[config.mk]
export PLATFORM = sky130hd
export DESIGN_NAME = data_memory_arbiter
export DESIGN_NICKNAME = d
export VERILOG_FILES = /design/src/rtl/data_memory_pkg.sv /design/src/rtl/rr_arbiter_2.sv /design/src/rtl/data_memory_arbiter.sv
export SDC_FILE = /design/constraint.sdc
export NUM_CORES = 1
export LEC_CHECK = 0
export CAP_MARGIN = 25
export CORE_ASPECT_RATIO = 0.75
export CORE_MARGIN = 2
export CORE_UTILIZATION = 40
export CTS_CLUSTER_SIZE = 20
export DETAILED_ROUTE_END_ITERATION = 7
export GPL_TIMING_DRIVEN = 0
export PLACE_DENSITY = 0.93
export SLEW_MARGIN = 20
export SYNTH_ARGS = -nofsm -noshare
export SYNTH_HDL_FRONTEND = slang
export SYNTH_SLANG_ARGS = --single-unit
[constraint.sdc]
create_clock -name clk -period 3.5 [get_ports clk]
set_input_delay 1.05 -clock clk [delete_from_list [all_inputs] [get_ports clk]]
set_output_delay 1.05 -clock clk [all_outputs]
set_load 0.01 [all_outputs]
[src/rtl/data_memory_pkg.sv]
// data_memory_pkg: data segment base, arbiter state encoding and the address range check.
package data_memory_pkg;

    localparam logic [31:0] BASE_ADDR = 32'h1001_0000;

    typedef enum logic [1:0] {
        IDLE   = 2'b00,
        ACCESS = 2'b01,
        RESP   = 2'b10
    } state_t;

    // 33-bit compare so the end of the segment cannot wrap past 2^32
    function automatic logic addr_err(input logic [31:0] addr, input logic [31:0] base,
                                      input int unsigned depth);
        logic [32:0] lim;
        lim = {1'b0, base} + 33'(depth) * 33'd4;
        return (addr[1:0] != 2'b00) || ({1'b0, addr} < {1'b0, base}) || ({1'b0, addr} >= lim);
    endfunction

endpackage

[src/rtl/rr_arbiter_2.sv]
// rr_arbiter_2: combinational two-way round-robin picker; a tie goes to the requester not granted last.
module rr_arbiter_2 (
    input  logic [1:0] valid,
    input  logic       last_grant,
    output logic [1:0] grant
);

    always_comb begin
        grant[0] = valid[0] && (!valid[1] || last_grant);
        grant[1] = valid[1] && (!valid[0] || !last_grant);
    end

endmodule

[src/rtl/data_memory_arbiter.sv]
// data_memory_arbiter: round-robin two-port front end for the single-port Data_Memory.
// One transaction per three cycles: accept, strobe memory, respond.
module data_memory_arbiter
    import data_memory_pkg::*;
#(
    parameter int          DATA_WIDTH   = 32,
    parameter int          MEMORY_DEPTH = 256,
    parameter logic [31:0] BASE_ADDR    = data_memory_pkg::BASE_ADDR
) (
    input  logic                    clk,
    input  logic                    reset,
    input  logic [1:0]              req_valid_i,
    input  logic [1:0]              req_write_i,
    input  logic [2*DATA_WIDTH-1:0] req_addr_i,
    input  logic [2*DATA_WIDTH-1:0] req_wdata_i,
    output logic [1:0]              req_ready_o,
    output logic [1:0]              rsp_valid_o,
    output logic [DATA_WIDTH-1:0]   rsp_rdata_o,
    output logic                    rsp_err_o,
    output logic                    Mem_Write_o,
    output logic                    Mem_Read_o,
    output logic [DATA_WIDTH-1:0]   Address_o,
    output logic [DATA_WIDTH-1:0]   Write_Data_o,
    input  logic [DATA_WIDTH-1:0]   Read_Data_i
);

    state_t                state, state_n;
    logic                  last_grant, owner, wr, err, rsp_err;
    logic [1:0]            grant;
    logic [DATA_WIDTH-1:0] addr, wdata, rsp_rdata, sel_addr, sel_wdata;

    rr_arbiter_2 u_rr (
        .valid      (req_valid_i),
        .last_grant (last_grant),
        .grant      (grant)
    );

    assign sel_addr  = grant[1] ? req_addr_i[2*DATA_WIDTH-1:DATA_WIDTH]  : req_addr_i[DATA_WIDTH-1:0];
    assign sel_wdata = grant[1] ? req_wdata_i[2*DATA_WIDTH-1:DATA_WIDTH] : req_wdata_i[DATA_WIDTH-1:0];

    always_ff @(posedge clk) begin
        if (!reset) begin
            state      <= IDLE;
            last_grant <= 1'b1;
            owner      <= 1'b0;
            wr         <= 1'b0;
            err        <= 1'b0;
            addr       <= '0;
            wdata      <= '0;
            rsp_rdata  <= '0;
            rsp_err    <= 1'b0;
        end else begin
            state <= state_n;
            if (state == IDLE && |grant) begin
                last_grant <= grant[1];
                owner      <= grant[1];
                wr         <= req_write_i[grant[1]];
                addr       <= sel_addr;
                wdata      <= sel_wdata;
                err        <= addr_err(sel_addr, BASE_ADDR, MEMORY_DEPTH);
            end
            if (state == ACCESS) begin
                rsp_rdata <= (!wr && !err) ? Read_Data_i : '0;
                rsp_err   <= err;
            end
        end
    end

    // ready and response pulses are masked while reset is held so nothing leaks out mid-reset
    always_comb begin
        state_n      = (state == IDLE && |req_valid_i) ? ACCESS : (state == ACCESS) ? RESP : IDLE;
        req_ready_o  = (state == IDLE && reset) ? grant : 2'b00;
        rsp_valid_o  = (state == RESP && reset) ? (owner ? 2'b10 : 2'b01) : 2'b00;
        Mem_Write_o  = (state == ACCESS) && wr && !err && reset;
        Mem_Read_o   = (state == ACCESS) && !wr && !err;
        Address_o    = (state == ACCESS) ? addr : '0;
        Write_Data_o = (state == ACCESS) ? wdata : '0;
        rsp_rdata_o  = rsp_rdata;
        rsp_err_o    = rsp_err;
    end

endmodule

# Word level (Yosys, flattened, before mapping)
# Cells that the tools add are included.
dict set report word_totals {
  reg_bits 103
  inputBits 166
  output_inout_bits 103
  elab_cells 54
}
dict set report op_classes {
  magnitude_cmp 3
  eq_ne 2
  n_mux 12
  n_bitwise 1
  reduce_logical 26
}
# operator count
set op_table {}
lappend op_table {{32-bit 2-to-1 mux} 5}
lappend op_table {{32-bit by 29-bit >= comparator with 1-bit output (second input constant)} 1}
lappend op_table {{32-bit by 29-bit < comparator with 1-bit output (second input constant)} 1}
lappend op_table {{1-bit logical AND} 12}
lappend op_table {{2-bit 2-to-1 mux} 4}
lappend op_table {{2-bit OR reduction} 3}
lappend op_table {{1-bit logical NOT} 5}
lappend op_table {{1-bit logical OR} 4}
lappend op_table {{1-bit 2-to-1 mux} 3}
lappend op_table {{2-bit by 1-bit equality test with 1-bit output (second input constant)} 1}
lappend op_table {{2-bit equality test (second input constant)} 1}
lappend op_table {{2-bit logical NOT} 1}
lappend op_table {{1-bit by 2-bit < comparator with 1-bit output (second input constant)} 1}
lappend op_table {{2-bit nonzero test} 1}
lappend op_table {{1-bit inverter} 1}

# Longest topological paths before layout
# Gate-level depths: netlist (run 1).
dict set report logic_depth {
  ltp_word 7
  mapped_depth 6
  mapped_depth_nobuf 4
}

# Hierarchy
# From an unflattened synthesis (run 1), not the netlist that was laid out.
dict set report unflattened {
  hier_cells 520
  hier_area_um2 5022.3
}
# mod n_inst cells_per_inst area_per_inst_um2 seq_area_each_um2
set modules_own_cells {}
lappend modules_own_cells {data_memory_arbiter 1 517 5003.5 2062.0}
lappend modules_own_cells {rr_arbiter_2 1 3 18.8 0.0}

# Worst setup path before layout (run 1)
# No wires, ideal clock.
dict set report synth_timing {
  kind {input-to-output}
  start {input req_valid_i[1]}
  end {output req_ready_o[1]}
  arrival_time_ns 1.684
  t_required_ns 2.450
  path_slack_ns 0.766
  path_stages 4
  path_buffers 2
  path_cell_list {a21boi_1 > buf_2 > buf_6 > and3_1}
}
dict set report synth_via {
  elab_chain_cells 2
}
# item line
set synth_lines {}
lappend synth_lines {{start: declaration} data_memory_arbiter.sv:12} ;# input logic [1:0] req_valid_i,
lappend synth_lines {{1-bit logical AND} rr_arbiter_2.sv:10} ;# grant[1] = valid[1] && (!valid[0] || !last_grant);
lappend synth_lines {{2-bit 2-to-1 mux} data_memory_arbiter.sv:72} ;# req_ready_o = (state == IDLE && reset) ? grant : 2'b00;
lappend synth_lines {{end: declaration} data_memory_arbiter.sv:16} ;# output logic [1:0] req_ready_o,
# Every way passes these cells.

# Final worst setup path (run 1)
# Same ends and word-level chain as after synthesis.

==> flow_summary.yaml, run 1 <==
worst_hold_path:
  holdPathStages: 2
  min_from: "addr[9]"
  hold_path_class: "reg2reg"
  min_to: "addr[9]"
layout:
  design_area_sq_um: 8000
  fillers: 897
  n_antenna_cell: 0
  fin_util_pct: 68.9
  layout.nets: 959
  drive_above_1_share_pct: 10.2
  syn_to_final_growth_pct: 67.5
yosys:
  ys_ff_latch: 103
  ys_top_cells_by_area: "dfxtp_1 43%, mux2i_1 14%, and2_1 8.5%"
  synth_ff_type: "dfxtp_1"
  ys_types: 34
  synth_edf_count: 0
  synth_most_common_cell: "dfxtp_1"
  synth_top_area_share_pct: 43.2
  syn_area_sq_um: 4770
  synth_nets: 678
  ys_top_cells_by_count: "103 x dfxtp_1, 72 x nand2_1, 65 x and2_1, 65 x mux2i_1, 37 x o21ai_0"
  yosys_warnings: 0
  synthCells: 512
  synth_largest_area_cell: "dfxtp_1"
  syn_area_per_cell_sq_um: 9.33
  synthArstFlopShare_pct: 0
  synth-seq-area-share_pct: 43.2
grt:
  grt-ovfl-total: 0
  grt_max_degree: 19
  grt_pass1_wl_um: 25000
  track_usage_pct: 24.7
  grt_pass1_vias: 4903
  antenna_found_initial: 0
worst_setup_path:
  slowest_delay_ns: 0.52
  r2r_slack_ns: 1.98
  rr_worst_depth: 5
  crit_buf_inv: 4
  reg2reg_to: "wdata[1]"
  crit_family: "buffers and inverters"
  critPathKind: "in2out"
  crit_slowest_cell: "clkdlybuf4s50_1"
  crit_required_ns: 2.45
  crit_arrival_ns: 2.39
  endpoint_kind: "output port"
  path_max_fanout: 10
  path_cells: "clkdlybuf4s50_1, a21boi_2, buf_4, buf_8, and3_1, buf_2"
  startpoint_type: "input pin"
  r2r-start: "state[0]"
power_and_ir_drop:
  p_seq_share_pct: 43.4
  clockPowerShare_pct: 33.4
  intPower_mw: 2.24
  p_sw_share_pct: 26.5
  peakVddDrop_mv: 0.253
  total_leakage_power_nw: 3.02
  p_switching_mw: 0.808
  p_per_area_nw_per_um2: 381
  comb_power_share_pct: 23.2
routing:
  route.detailed.drc: 0
  vias_per_cell: 5.01
  routed_wl_um: 15900
  wl_per_cell_um: 16.6
  drt_iter0_drc: 188
  vias: 4808
  ant_nets: 0
  dr.pass1.iters: 6
placement:
  gp_congestion: 0.901
  detailedPlace.worstSlack_ns: -0.481
  io_buffers: 268
  dpl_cell_area_sq_um: 7660
  dp_hpwl_um: 12800
clock_tree:
  cts_root_buffer: "clkbuf_16"
  htree_levels: 3
  numCtsBuffers: 9
  insertion_delay_ns: 0.34
  clockBufferDepth: 2
  clk_pin_slew_ns: 0.07
  clock_sinks: 103
  cts_tree: "built"
timing:
  min_period_over_period_pct: 98.3
  setup_slack_ns: 0.0604
  slew_viol_final: 0
  skew_ns: 0.00841
  fmax_mhz: 291
  setup_tns_ns: 0
  fin_crit_ns: 3.44
  hold_violations: 0
  relSlewSlack_pct: 66.6
  whs_ns: 0.446
  worstMarginPinSlew_ns: 0.494
  setup_viol: 0
floorplanning:
  die_x_um: 130
  start_util_pct: 41.1
  core.rowCount: 34
  io_pins: 269
  core-area_sq_um: 11600
  dieArea_sq_um: 12800
  die_h_um: 98.6
status:
  status: "complete, no violations"
run:
  max-cap-violations: 0
[layout make-up]
class                      count  area (sq um)  share of cell area [%]
inverter                       2          7.51                  0.0939
sequential                   103          2060                    25.8
timing repair buffer         270          2690                    33.7
buffer                        40           269                    3.36
clock inverter                 6          76.3                   0.954
tap                          162           203                    2.53
clock buffer                  10           229                    2.86
multi-input combinational    367          2460                    30.7
[metal layers]
layer  share of wire [%]  vias up  track usage [%]
met3                 7.9       19             7.27
met5                   0        -                0
met4                 1.5        0             6.12
met2                  49      181             42.7
li1                    -     2330                -
met1                  42     2278             30.2
[registers in the layout, summed over array words and instances (netlist names)]
signal       flops
wdata           32
state            2
owner            1
addr            32
rsp_err_o        1
err              1
wr               1
last_grant       1
rsp_rdata_o     32
[worst max-delay path by stage]
stage	end	startpoint	cells past startpoint
after floorplan	req_ready_o[1]	req_valid_i[1]	4
after global placement	req_ready_o[1]	req_valid_i[1]	6
after detailed placement	req_ready_o[1]	req_valid_i[1]	6
after CTS	req_ready_o[1]	req_valid_i[1]	6
after global routing	Address_o[30]	state[0]	5
final	req_ready_o[1]	req_valid_i[1]	6
[worst register-to-register path, stage by stage (launching register included)]
cell and delay, ns:
dfxtp_1 0.37, nor2_2 0.21, nand2_1 0.10, or2_4 0.29, clkbuf_1 0.24, o21ai_0 0.24
[placed cells by master, fill, tap and decap left out, drive strengths merged, types with 8 or more instances in the layout]
master | netlist | routed
nor2b | 33 | 33
o21ai | 66 | 66
a22oi | 32 | 32
dfxtp | 103 | 103
and2 | 65 | 65
buf | 20 | 22
mux2i | 65 | 65
nor4 | 8 | 8
clkbuf | 20 | 31
nand2 | 72 | 72
clkdlybuf4s50 | 0 | 263
[power by group through the flow]
stage	registers (mW)	clock network, mW	logic (mW)
after floorplan	1.34	0	0.314
after global placement	1.34	0	0.687
after detailed placement	1.35	0	0.703
after CTS	1.32	1.04	0.707
after global routing	1.34	1.09	0.762
final	1.32	1.02	0.708
[through the flow]
stage               std cells  total power, mW
global route              960             3.19
global placement          942             2.03
finish                    960             3.05
CTS                       958             3.07
floorplan                 512             1.66
detailed placement        942             2.05
[cells by family after synthesis]
logic type / share of synthesized area, %
buf+inv: 5.40
flops: 43.2
mux: 13.6
compound gates: 15.4
simple gates: 22.4
[timing repair]
action / 4_1_cts / 5_1_grt
hold buffers: 0 / 0
endpoints found under the setup margin: 11 / 52
gates resized for setup: 12 / 12
setup buffers: 0 / 2
No activity file was read; power rests on OpenSTA's default activity.
==> run 2: changes to the inputs <==
--- a/config.mk
+++ b/config.mk
@@ -12,8 +12,10 @@
 export CTS_CLUSTER_SIZE = 20
 export DETAILED_ROUTE_END_ITERATION = 7
 export GPL_TIMING_DRIVEN = 0
-export PLACE_DENSITY = 0.93
+export PLACE_DENSITY = 0.92
+export REMOVE_ABC_BUFFERS = 1
 export SLEW_MARGIN = 20
 export SYNTH_ARGS = -nofsm -noshare
 export SYNTH_HDL_FRONTEND = slang
+export SYNTH_HIERARCHICAL = 1
 export SYNTH_SLANG_ARGS = --single-unit
==> run 2 against run 1 <==
Cell count down 2.8%. Synthesized area up 5.2%. Critical path type unchanged. Highest routed layer unchanged. Total power up 2.5%. Largest power group unchanged.
==> flow_summary.yaml, run 2 <==
status:
  status: "complete, no violations"
power_and_ir_drop:
  p_seq_share_pct: 43.3
  p_sw_share_pct: 27.9
  p_switching_mw: 0.872
  total_power_mw: 3.13
  intPower_mw: 2.26
  comb_power_share_pct: 25.6
  clockPowerShare_pct: 31.1
  peakVddDrop_mv: 0.264
  p_per_area_nw_per_um2: 382
  total_leakage_power_nw: 3.61
grt:
  grt_max_degree: 79
  grt-ovfl-total: 0
  grt_pass1_vias: 4778
  grt_pass1_wl_um: 23100
  track_usage_pct: 20.9
  antenna_found_initial: 0
worst_hold_path:
  hold_path_class: "reg2reg"
routing:
  vias_per_cell: 5.12
  drt_iter0_drc: 201
  ant_nets: 0
  wl_per_cell_um: 16.0
  vias: 4778
  route.detailed.drc: 0
  drt-met1-wl_um: 6330
  top_layer: "met4"
  dr.pass1.iters: 4
  wl_met2_um: 7370
  wl_met3_um: 999
  routed_wl_um: 14900
clock_tree:
  clk_pin_slew_ns: 0.08
  numCtsBuffers: 9
  htree_levels: 3
  cts_tree: "built"
  insertion_delay_ns: 0.34
  clock_sinks: 103
  clockBufferDepth: 2
  cts_root_buffer: "clkbuf_16"
timing:
  fmax_mhz: 290
  worstMarginPinSlew_ns: 0.760
  min_period_over_period_pct: 98.5
  slew_viol_final: 0
  fin_crit_ns: 3.45
  hold_violations: 0
  setup_tns_ns: 0
  setup_slack_ns: 0.0525
  whs_ns: 0.476
  skew_ns: 0.0137
  setup_viol: 0
  relSlewSlack_pct: 49.4
  rsz0062_at_grt: "false"
placement:
  gp_congestion: 0.827
  io_buffers: 268
  dp_hpwl_um: 10900
  detailedPlace.worstSlack_ns: -0.842
  dp.cells: 912
  dpl_cell_area_sq_um: 7840
yosys:
  syn_area_sq_um: 5020
  synth_edf_count: 0
  ys_top_cells_by_area: "dfxtp_1 41%, o211a_1 13%, mux2i_1 13%"
  synth_most_common_cell: "dfxtp_1"
  synth-seq-area-share_pct: 41.1
  ys_top_cells_by_count: "103 x dfxtp_1, 72 x nand2_1, 66 x o211a_1"
  ys_types: 30
  synth_ff_type: "dfxtp_1"
  synthCells: 520
  syn_area_per_cell_sq_um: 9.66
  synth_largest_area_cell: "dfxtp_1"
  synth_top_area_share_pct: 41.1
  synthArstFlopShare_pct: 0
  yosys_warnings: 6
  ys_ff_latch: 103
worst_setup_path:
  endpoint_kind: "output port"
  critPathKind: "in2out"
  crit_arrival_ns: 2.40
  path_max_fanout: 17
  startpoint_type: "input pin"
  crit_required_ns: 2.45
layout:
  layout_commonest_cell: "clkdlybuf4s50_1"
  drive_above_1_share_pct: 4.82
  final_cell_mix: "264 x clkdlybuf4s50_1, 103 x dfxtp_1, 72 x nand2_1"
  fin_cells: 933
  design_area_sq_um: 8190
  fin_util_pct: 66.8
  syn_to_final_growth_pct: 63.0
  layout.nets: 928
  n_antenna_cell: 0
floorplanning:
  io_pins: 269
  die_h_um: 101
  core.rowCount: 35
  dieArea_sq_um: 13500
  start_util_pct: 41.0
  core-area_sq_um: 12300
  die_x_um: 133
run:
  max-cap-violations: 0
[run 2: cell count changes after synthesis, sizes merged, moves of 2 or more]
cell,change
buf,+10
o21ai,-64
nor2,-3
nor4bb,+2
nor3,-2
o211a,+66
[run 2: area by class of cell]
class                           count  area [sq um]
Sequential cell                   103          2060
Timing Repair Buffer              278          2870
Multi-Input combinational cell    369          2750
Clock buffer                        9           225
Inverter                            1          3.75
Clock inverter                      7          65.1
Tap cell                          166           208
Fill cell                         911          4080
[run 2: cells by family (layout without fill, tap and decap cells)]
kind of cell	Yosys count	in the layout	share of synthesized area, %
buffers and inverters	50	295	5.48
muxes	65	65	13.0
DFF	103	103	41.1
AOI/OAI and AO/OA	107	107	19.1
and+or+nand+nor	195	197	21.4
[run 2: worst paths after layout]
| kind | start | to | slack (ns) | cells after the start |
|---|---|---|---|---|
| max | req_valid_i[1] | req_ready_o[1] | 0.05 | 5 |
| min | owner | owner | 0.48 | 2 |
| max reg2reg | state[1] | rsp_rdata_o[16] | 1.26 | 5 |
| min reg2reg | owner | owner | 0.48 | 2 |
[run 2: worst max-delay path, stage by stage]
cell and delay (ns):
dlygate4sd2_1 0.30, a21boi_4 0.26, buf_16 0.19, nor4bb_2 0.27
dlygate4sd2_1 0.32
[run 2: layer usage]
layer  vias to the layer above  global-route usage [%]
met3                        21                    5.78
met5                         -                       0
met2                       186                    37.8
met1                      2241                    24.3
met4                         0                    5.81
li1                       2330                       -
[run 2: power groups by stage]
stage               Combinational (mW)  Clock (mW)  Sequential [mW]
floorplan                        0.398           0             1.37
global placement                 0.806           0             1.37
detailed placement               0.790           0             1.38
CTS                              0.800        1.00             1.35
global route                     0.864        1.05             1.37
finish                           0.800       0.972             1.36
[run 2: repair_timing]
action,CTS,global route
cloned,1,1
resized for setup,6,0
setup buffers,2,0
hold buffers,0,0
pin swaps,2,0
endpoints found under the setup margin,3,18
==> run 3: changes to the inputs <==
--- a/config.mk
+++ b/config.mk
@@ -7,15 +7,14 @@
 export LEC_CHECK = 0
 export CAP_MARGIN = 25
 export CORE_ASPECT_RATIO = 0.75
-export CORE_MARGIN = 2
+export CORE_MARGIN = 10
 export CORE_UTILIZATION = 40
 export CTS_CLUSTER_SIZE = 20
 export DETAILED_ROUTE_END_ITERATION = 7
 export GPL_TIMING_DRIVEN = 0
-export PLACE_DENSITY = 0.92
+export PLACE_DENSITY = 0.93
 export REMOVE_ABC_BUFFERS = 1
 export SLEW_MARGIN = 20
 export SYNTH_ARGS = -nofsm -noshare
 export SYNTH_HDL_FRONTEND = slang
-export SYNTH_HIERARCHICAL = 1
 export SYNTH_SLANG_ARGS = --single-unit
==> run 3 against run 2 <==
Critical path depth down 1. Cell count down 0.64%. Clock power grew 16%. Register-to-register slack better by 0.38 ns. Total power grew 0.40%. Global-route usage fell by 2.0 points. Non-clock buffer count decreased by 1. Critical endpoint is now Mem_Read_o. Flip-flop and latch count did not move. Largest power group unchanged. Die area increased by 24%.
==> flow_summary.yaml, run 3 (synthesis results as in run 1) <==
status:
  status: "complete, no violations"
routing:
  drt_iter0_drc: 323
  wl_per_cell_um: 18.0
  route.detailed.drc: 0
  vias: 4623
  routed_wl_um: 16700
  vias_per_cell: 4.99
  dr.pass1.iters: 4
  ant_nets: 0
layout:
  layout.nets: 926
  fin_cells: 927
  syn_to_final_growth_pct: 66.7
  fillers: 887
  final_cell_mix: "265 x clkdlybuf4s50_1, 102 x dfxtp_1, 72 x nand2_1"
  drive_above_1_share_pct: 8.24
  n_antenna_cell: 0
  fin_util_pct: 68.5
  layout_commonest_cell: "clkdlybuf4s50_1"
grt:
  grt_pass1_vias: 4788
  grtUsageMet2_pct: 34.2
  met3_usage_pct: 5.81
  track_usage_pct: 18.8
  grt_busiest_layer: "met2"
  grt_pass1_wl_um: 25700
  grt-ovfl-total: 0
  grtUsageMet1_pct: 20.1
  grt_max_degree: 68
  antenna_found_initial: 0
floorplanning:
  die_x_um: 146
  core.rowCount: 34
  dieArea_sq_um: 16800
  core-area_sq_um: 11600
  io_pins: 269
  die_h_um: 115
  start_util_pct: 41.1
worst_setup_path:
  critPathKind: "reg2out"
  startpoint_type: "flip-flop"
  crit_required_ns: 2.45
  endpoint_kind: "output port"
  crit_arrival_ns: 2.39
  path_max_fanout: 34
clock_tree:
  cts_tree: "built"
  htree_levels: 3
  clock_sinks: 103
  clockBufferDepth: 2
  numCtsBuffers: 9
  clk_pin_slew_ns: 0.06
  hold_buffers: 0
  insertion_delay_ns: 0.34
  cts_root_buffer: "clkbuf_16"
timing:
  worstMarginPinSlew_ns: 0.944
  fin_crit_ns: 3.44
  relSlewSlack_pct: 37.1
  min_period_over_period_pct: 98.2
  setup_tns_ns: 0
  setup_viol: 0
  hold_violations: 0
  skew_ns: 0.0143
  slew_viol_final: 0
  rsz0062_at_grt: "true"
  fmax_mhz: 291
power_and_ir_drop:
  p_per_area_nw_per_um2: 395
  peakVddDrop_mv: 0.275
  total_power_mw: 3.14
  total_leakage_power_nw: 2.95
placement:
  dp.cells: 909
  io_buffers: 268
  gp_congestion: 0.806
  dp_hpwl_um: 13300
worst_hold_path:
  hold_path_class: "reg2reg"
run:
  max-cap-violations: 0
-- run 3: report_power, final --
part           switching, mW  total [mW]  internal [mW]
sequential            0.0498        1.32           1.27
clock                  0.425        1.13          0.701
combinational          0.292       0.692          0.400
total                  0.767        3.14           2.37
-- run 3: worst max-delay path, stage by stage (launching register included) --
cell and delay [ns]:
dfxtp_1 0.37, nand2b_2 0.56, nor3_4 0.35, buf_8 0.21, clkdlybuf4s50_1 0.57
-- run 3: final timing paths --
| check | startpoint | depth (start not counted) | slack [ns] | end |
|---|---|---|---|---|
| setup / recovery | state[1] | 4 | 0.06 | Mem_Read_o |
| hold / removal | addr[1] | 2 | 0.45 | addr[1] |
| setup reg to reg | state[1] | 5 | 1.64 | rsp_rdata_o[28] |
| hold reg to reg | addr[1] | 2 | 0.45 | addr[1] |
-- run 3: metrics by stage --
step | setup WS, ns | hold WS, ns | instance area (sq um)
after floorplan | -3.69 | 0.417 | 4520
after global placement | -6.02 | 0.426 | 7410
after detailed placement | -0.826 | 0.433 | 7600
after CTS | 0.0201 | 0.447 | 7960
after global routing | -0.0822 | 0.458 | 7960
final | 0.0617 | 0.445 | 7960
-- run 3: timing repair --
action	in CTS	in global routing
endpoints found under the setup margin	6	38
pin swaps	1	0
gates resized for setup	7	2
setup buffers	2	0
-- run 3: routing by layer --
| metal | wire length [um] | up-vias |
|---|---|---|
| li1 | - | 2262 |
| met1 | 6580 | 2145 |
| met2 | 8520 | 177 |
| met3 | 1040 | 39 |
| met4 | 547 | 0 |
| met5 | 0 | - |
-- run 3: cell type report --
| class | count | area [sq um] | share of cell area [%] |
|---|---|---|---|
| repair buffers | 277 | 2870 | 36.0 |
| clock buffers | 11 | 233 | 2.92 |
| clock inverters | 5 | 106 | 1.34 |
| multi-input cells | 367 | 2480 | 31.1 |
| inverters | 2 | 7.51 | 0.0943 |
| flip-flops and latches | 103 | 2060 | 25.9 |
| well taps | 162 | 203 | 2.55 |
